--- src/rtl/audio_cmd_sequencer_pkg.sv ---
// Shared types for the audio command sequencer: AHB transfer codes,
// sequencer FSM states and the buffered command layout.
package audio_cmd_sequencer_pkg;

    localparam logic [1:0] HTRANS_IDLE   = 2'b00;
    localparam logic [1:0] HTRANS_NONSEQ = 2'b10;

    typedef enum logic [1:0] {
        ST_IDLE = 2'd0,
        ST_ADDR = 2'd1,
        ST_DATA = 2'd2,
        ST_GAP  = 2'd3
    } seq_state_t;

    typedef struct packed {
        logic [3:0]  addr;
        logic [31:0] data;
    } audio_cmd_t;

    localparam int CMD_W = $bits(audio_cmd_t);

endpackage

--- src/rtl/audio_cmd_fifo.sv ---
// Synchronous command FIFO with flush; full/empty judged on registered count.
// Ports: clk, rst_n, push/push_data, pop/pop_data (head), flush, full, empty, count.
module audio_cmd_fifo #(
    parameter int WIDTH = 36,
    parameter int DEPTH = 8,
    localparam int AW = $clog2(DEPTH),
    localparam int CW = AW + 1
) (
    input  logic             clk,
    input  logic             rst_n,
    input  logic             push,
    input  logic [WIDTH-1:0] push_data,
    input  logic             pop,
    output logic [WIDTH-1:0] pop_data,
    input  logic             flush,
    output logic             full,
    output logic             empty,
    output logic [CW-1:0]    count
);

    logic [WIDTH-1:0] mem [DEPTH];
    logic [AW-1:0]    wr_ptr;
    logic [AW-1:0]    rd_ptr;
    logic             do_push;
    logic             do_pop;

    assign full     = (count == CW'(DEPTH));
    assign empty    = (count == '0);
    assign do_push  = push && !full && !flush;
    assign do_pop   = pop && !empty && !flush;
    assign pop_data = mem[rd_ptr];

    always_ff @(posedge clk or negedge rst_n) begin
        if (!rst_n) begin
            wr_ptr <= '0;
            rd_ptr <= '0;
            count  <= '0;
        end else if (flush) begin
            wr_ptr <= '0;
            rd_ptr <= '0;
            count  <= '0;
        end else begin
            // Pointers are AW bits wide, so they wrap modulo DEPTH.
            if (do_push) wr_ptr <= wr_ptr + AW'(1);
            if (do_pop)  rd_ptr <= rd_ptr + AW'(1);
            if (do_push && !do_pop)
                count <= count + CW'(1);
            else if (do_pop && !do_push)
                count <= count - CW'(1);
        end
    end

    always_ff @(posedge clk) begin
        if (do_push) mem[wr_ptr] <= push_data;
    end

endmodule

--- src/rtl/audio_cmd_sequencer.sv ---
// Arbitrates game-logic sound commands into a FIFO and issues each as one
// AHB-Lite NONSEQ write (address phase, data phase, then a programmable gap).
// Ports: HCLK/HRESETn; req_valid/req_addr/req_data/req_ready per source; flush;
// AHB master outputs HSEL/HADDR/HTRANS/HWRITE/HWDATA; fifo_count; busy.
module audio_cmd_sequencer
    import audio_cmd_sequencer_pkg::*;
#(
    parameter int NUM_SRC    = 4,
    parameter int FIFO_DEPTH = 8,
    parameter int GAP_CYCLES = 2,
    localparam int CW = $clog2(FIFO_DEPTH) + 1
) (
    input  logic                    HCLK,
    input  logic                    HRESETn,
    input  logic [NUM_SRC-1:0]      req_valid,
    input  logic [NUM_SRC*4-1:0]    req_addr,
    input  logic [NUM_SRC*32-1:0]   req_data,
    output logic [NUM_SRC-1:0]      req_ready,
    input  logic                    flush,
    output logic                    HSEL,
    output logic [3:0]              HADDR,
    output logic [1:0]              HTRANS,
    output logic                    HWRITE,
    output logic [31:0]             HWDATA,
    output logic [CW-1:0]           fifo_count,
    output logic                    busy
);

    localparam int GW = (GAP_CYCLES > 1) ? $clog2(GAP_CYCLES) : 1;
    localparam logic [GW-1:0] GAP_LAST =
        GW'((GAP_CYCLES > 0) ? GAP_CYCLES - 1 : 0);

    seq_state_t state;
    seq_state_t next_state;

    audio_cmd_t push_cmd;
    audio_cmd_t head_cmd;
    logic       push;
    logic       pop;
    logic       fifo_full;
    logic       fifo_empty;
    logic       found;

    logic [GW-1:0] gap_cnt;
    logic [31:0]   hold_data;

    logic          hsel_d;
    logic [3:0]    haddr_d;
    logic [1:0]    htrans_d;
    logic          hwrite_d;
    logic [31:0]   hwdata_d;

    // Lowest-index valid source wins; a blocked winner blocks everyone.
    always_comb begin
        req_ready = '0;
        found     = 1'b0;
        for (int i = 0; i < NUM_SRC; i++) begin
            if (req_valid[i] && !found) begin
                found = 1'b1;
                if (!fifo_full && !flush)
                    req_ready[i] = 1'b1;
            end
        end
    end

    always_comb begin
        push_cmd = '0;
        for (int i = 0; i < NUM_SRC; i++) begin
            if (req_ready[i]) begin
                push_cmd.addr = req_addr[4*i +: 4];
                push_cmd.data = req_data[32*i +: 32];
            end
        end
    end

    assign push = |req_ready;
    assign pop  = (state == ST_IDLE) && !fifo_empty && !flush;
    assign busy = !fifo_empty || (state != ST_IDLE);

    audio_cmd_fifo #(
        .WIDTH (CMD_W),
        .DEPTH (FIFO_DEPTH)
    ) u_fifo (
        .clk       (HCLK),
        .rst_n     (HRESETn),
        .push      (push),
        .push_data (push_cmd),
        .pop       (pop),
        .pop_data  (head_cmd),
        .flush     (flush),
        .full      (fifo_full),
        .empty     (fifo_empty),
        .count     (fifo_count)
    );

    // State, gap counter, held data and registered bus outputs.
    always_ff @(posedge HCLK or negedge HRESETn) begin
        if (!HRESETn) begin
            state     <= ST_IDLE;
            gap_cnt   <= '0;
            hold_data <= '0;
            HSEL      <= 1'b0;
            HADDR     <= '0;
            HTRANS    <= HTRANS_IDLE;
            HWRITE    <= 1'b0;
            HWDATA    <= '0;
        end else begin
            state <= next_state;
            if (state == ST_GAP && next_state == ST_GAP)
                gap_cnt <= gap_cnt + GW'(1);
            else
                gap_cnt <= '0;
            if (pop)
                hold_data <= head_cmd.data;
            HSEL   <= hsel_d;
            HADDR  <= haddr_d;
            HTRANS <= htrans_d;
            HWRITE <= hwrite_d;
            HWDATA <= hwdata_d;
        end
    end

    always_comb begin
        next_state = state;
        unique case (state)
            ST_IDLE: if (pop) next_state = ST_ADDR;
            ST_ADDR: next_state = ST_DATA;
            ST_DATA: next_state = (GAP_CYCLES > 0) ? ST_GAP : ST_IDLE;
            ST_GAP:  if (gap_cnt == GAP_LAST) next_state = ST_IDLE;
            default: next_state = ST_IDLE;
        endcase
    end

    // Outputs are computed from the state being entered so they register
    // alongside it; HADDR and HWDATA hold outside their own phase.
    always_comb begin
        hsel_d   = 1'b0;
        haddr_d  = HADDR;
        htrans_d = HTRANS_IDLE;
        hwrite_d = 1'b0;
        hwdata_d = HWDATA;
        unique case (next_state)
            ST_ADDR: begin
                hsel_d   = 1'b1;
                haddr_d  = head_cmd.addr;
                htrans_d = HTRANS_NONSEQ;
                hwrite_d = 1'b1;
            end
            ST_DATA: hwdata_d = hold_data;
            default: ;
        endcase
    end

endmodule
--- config.mk ---
export PLATFORM = sky130hd
export DESIGN_NAME = audio_cmd_sequencer
export DESIGN_NICKNAME = d
export VERILOG_FILES = /design/src/rtl/audio_cmd_sequencer_pkg.sv /design/src/rtl/audio_cmd_fifo.sv /design/src/rtl/audio_cmd_sequencer.sv
export SDC_FILE = /design/constraint.sdc
export NUM_CORES = 1
export LEC_CHECK = 0
export BUFFER_PORTS_ARGS = -buffer_cell sky130_fd_sc_hd__buf_2
export CAP_MARGIN = 30
export CORE_ASPECT_RATIO = 0.7
export CORE_UTILIZATION = 58
export DETAILED_ROUTE_END_ITERATION = 12
export GPL_TIMING_DRIVEN = 0
export MAX_ROUTING_LAYER = met4
export PLACE_DENSITY = 0.89
export REMOVE_ABC_BUFFERS = 1
export SYNTH_ARGS = -nofsm -noshare
export SYNTH_HDL_FRONTEND = slang
export SYNTH_SLANG_ARGS = --single-unit
--- constraint.sdc ---
create_clock -name HCLK -period 6.65 [get_ports HCLK]
set_input_delay 0.3325 -clock HCLK [delete_from_list [all_inputs] [get_ports HCLK]]
set_output_delay 0.3325 -clock HCLK [all_outputs]
set_load 0.03 [all_outputs]
==> results list <==
- Worst-margin pin slew: 1.07 ns
- The slowest stage of the critical path belongs to the cell sky130_fd_sc_hd__nor3_1.
* Die extent in y: 138 um
- STA classifies the critical path endpoint as a flop.
- The run finished with clean final reports.
- During synthesis, Yosys emitted a total of 0 warnings.
- The worst setup path is launched from a flop.
- Power density over cell area: 368 nW/um2
* Count of placed standard cells including taps: 1436
* Worst path arrival time: 3.83 ns
- GRT Total Usage: 0.286
- For the worst setup path, the data required time is 6.82 ns.
- In the final routed layout, each cell accounts on average for 24.1 um.
* # DRC: 0
- Critical path, cell by cell: nor3_1, a21o_2, buf_12, nand3b_1, buf_16, nor2_1, nor3_1
* Starting DRC count in detailed routing: 842
* Final hold violations: 0
- At the end of the flow, the number of nets in the layout was 1300.
- Global placer's final weighted congestion: 0.727
- Number of antenna violations at the first check in global routing: 1
- Fin crit share: 0.550
* Async set or reset register ratio after synthesis: 0.222
- The finished layout holds 1501 standard cells, fillers aside.
* Synth area leaders: sky130_fd_sc_hd__edfxtp_1 (57%), sky130_fd_sc_hd__dfrtp_1 (13%), sky130_fd_sc_hd__mux4_2 (11%)
* WHS: 0.218 ns
- Fill cells in the final layout number 1580.
- Footprint of the flip-flops and latches: 10700 um2
- Worst max-slew margin expressed relative to the limit: 0.284
- Maximum root-to-sink buffer count: 3
* Number of cells produced by synthesis: 926
* Number of buffer and inverter instances along the worst setup path: 2
- For this design the top-level I/O count stands at 200.
- Post-layout minimum cycle time: 3.65 ns
* Number of max-slew violations in the final report: 0
* Fmax achieved: 274 MHz
- The analysis attributes to cell leakage a power of 6.59 nW.
- Wire length of the first global-routing pass: 54100 um
- Adding up every negative setup slack in the final design gives 0 ns.
- Clock slew at reported path FFs: 0.06 ns
- H-tree depth reported by CTS: 2
* Total grt overflow: 0
- Number of clock buffers inserted by TritonCTS: 35
* Maximum ir drop on the vdd rail: 0.210 mV
- For this run, the register share of the synthesized area comes to 0.701.
* Summed instance area of the synthesized netlist: 15300 um2
- Multi-input gate area in the final layout: 4330 um2
- Vias in the first global route: 9367
- For this run, the detailed router's first-pass iteration total came to 7.
* Skew final: 0.0148 ns
* Setup slack of the most critical reg-to-reg path: 3.00 ns
- Core ar.: 25700 um2
- The synthesized design contains 288 enable-type register cells.
- Total Wirelength: 36200 um
- Max-cap violations in this run came to 0.
- Netlist cell types: 39
- Measured along the x axis, the die boundary spans 196 um.
- TritonCTS built the clock tree.
- Gates resized during post-CTS repair numbered 0.
- Worst hold path startpoint: flush
- Total number of vias: 9203
- Using the TritonRoute via totals, the vias-per-cell ratio works out to 6.13.
- Library cell with the highest instance count after synthesis: sky130_fd_sc_hd__edfxtp_1
- TritonCTS Sinks: 370
- Setup violations remaining at the end of the flow were counted as 0.
- Layout cell share with drive strength beyond 1: 0.351
- The kind of cell with the highest combined delay along the critical path is simple AND/OR/NAND/NOR gates.
- Total of buffers placed on input and output ports: 198
- Buffer type at the clock tree root: sky130_fd_sc_hd__clkbuf_16
* Area share of the leading cell type in the synthesized netlist: 0.566
- R2R Path End: u_fifo.mem[4][27]
- The die covers 27000 um2.
- Entering global routing, the biggest net connects 62 pins.
- The initial utilization of the core area, before any placement, comes to 0.593.
- Startpoint-to-endpoint class of the critical path: flop to flop
- Area leader, netlist: sky130_fd_sc_hd__edfxtp_1
- The area growth from synthesis to layout is 19.1%.
- Row generation in the floorplan step produced 49 rows.
- For this run, the leading register cell type out of synthesis is sky130_fd_sc_hd__edfxtp_1.
- Once detailed placement completed, the half-perimeter wirelength came to 23000 um.
- The path with the worst hold slack has its endpoint at u_fifo.rd_ptr[0].
* Antenna Nets Post-Route: 0
* Commonest cells in the netlist: sky130_fd_sc_hd__edfxtp_1 (288), sky130_fd_sc_hd__nor2_1 (88), sky130_fd_sc_hd__dfrtp_1 (82)
- Worst R2R Start: u_fifo.count[0]
* Syn avg cell area: 16.5 um2
* Count of cells along the worst register-to-register path: 7
- At the later pin of the worst-skew pair, clock insertion delay measures 0.52 ns.
* RSZ-0062 raised after global routing: no
* Largest fanout on the critical path: 27
- In this design, the critical path's most frequently occurring cell is sky130_fd_sc_hd__nor3_1.
- After synthesis the netlist holds a flip-flop and latch count of 370.
- Hold-critical path depth: 2
- Largest stage delay on the critical path: 0.77 ns
- In this run the worst hold path is classified as input port to flop.
registers in the layout, indices dropped and copies added, names as in the netlist:
register and flops:
hold_data 32, u_fifo.rd_ptr 3, HWRITE 1, HADDR 4, u_fifo.count 4, gap_cnt 1, u_fifo.wr_ptr 3, u_fifo.mem 288
state 2, HWDATA 32
repair_timing:
action / 4_1_cts / 5_1_grt
buffers inserted: 0 / 0
hold buffers: 1 / 0
hold endpoints to repair: 21 / 0
logic make-up (layout without fill, tap and decap cells):
| logic type | count (synthesis) | in the layout | share of synthesized area |
|---|---|---|---|
| compound gates | 119 | 119 | 0.0450 |
| buf+inv | 70 | 313 | 0.0204 |
| flops | 370 | 370 | 0.701 |
| simple gates | 193 | 193 | 0.0576 |
| other cells | 1 | 2 | 0.000246 |
| xor+xnor | 5 | 5 | 0.00287 |
| mux | 163 | 163 | 0.169 |
| fa+ha+maj | 5 | 5 | 0.00459 |
through the flow:
stage	instance area (um2)	total power, mW	utilization	setup WS [ns]
global placement	16400	4.66	0.636	-2.79
global route	18200	6.96	0.707	2.84
CTS	18200	6.73	0.706	3.02
floorplan	15000	4.22	-	0.747
finish	18200	6.70	0.707	3.00
detailed placement	17100	4.81	0.663	2.97
per-layer routing:
metal | routed length (um) | vias to the layer above | GRT usage
li1 | - | 4018 | -
met1 | 13600 | 4607 | 0.339
met2 | 18800 | 486 | 0.500
met3 | 2530 | 92 | 0.0443
met4 | 1280 | 0 | 0.110
met5 | 0 | - | -
final cells by class:
class / count / area share
flip-flops and latches: 370 / 0.589
multi-input cells: 486 / 0.238
repair buffers: 246 / 0.0898
clock buffers: 55 / 0.0568
well taps: 331 / 0.0228
clock inverters: 7 / 0.00296
inverters: 5 / 0.00103
diodes: 1 / 0.000138
worst max path at each step:
stage               depth (start not counted)  slack, ns           endpoint       startpoint
CTS                                         7       3.02  u_fifo.mem[6][27]  u_fifo.count[0]
floorplan                                   4       0.75   u_fifo.mem[2][0]  u_fifo.count[1]
global placement                            4      -2.79  u_fifo.mem[2][26]  u_fifo.count[0]
finish                                      7       3.00  u_fifo.mem[4][27]  u_fifo.count[0]
global route                                7       2.84   u_fifo.mem[4][2]  u_fifo.count[1]
detailed placement                          7       2.97  u_fifo.mem[3][26]     req_valid[2]
power by group:
part	total, mW	switching (mW)	internal, mW
registers	3.21	0.247	2.96
logic	1.58	0.926	0.659
clock network	1.91	0.802	1.10
cells in the final DEF (no fill, tap or decap), types with 12 or more instances in the layout:
cell type,n
sky130_fd_sc_hd__buf_2,197
sky130_fd_sc_hd__mux2_2,30
sky130_fd_sc_hd__a21oi_1,75
sky130_fd_sc_hd__dfrtp_1,79
sky130_fd_sc_hd__clkbuf_16,37
sky130_fd_sc_hd__mux2i_1,58
sky130_fd_sc_hd__a221oi_1,15
sky130_fd_sc_hd__edfxtp_1,288
sky130_fd_sc_hd__nor3_1,38
sky130_fd_sc_hd__nor2b_1,16
sky130_fd_sc_hd__buf_6,12
sky130_fd_sc_hd__nand2_1,31
sky130_fd_sc_hd__nor2_1,86
sky130_fd_sc_hd__o21ai_0,23
sky130_fd_sc_hd__clkbuf_1,14
sky130_fd_sc_hd__mux4_2,72
sky130_fd_sc_hd__buf_4,19
No activity file was read; power rests on OpenSTA's default activity.
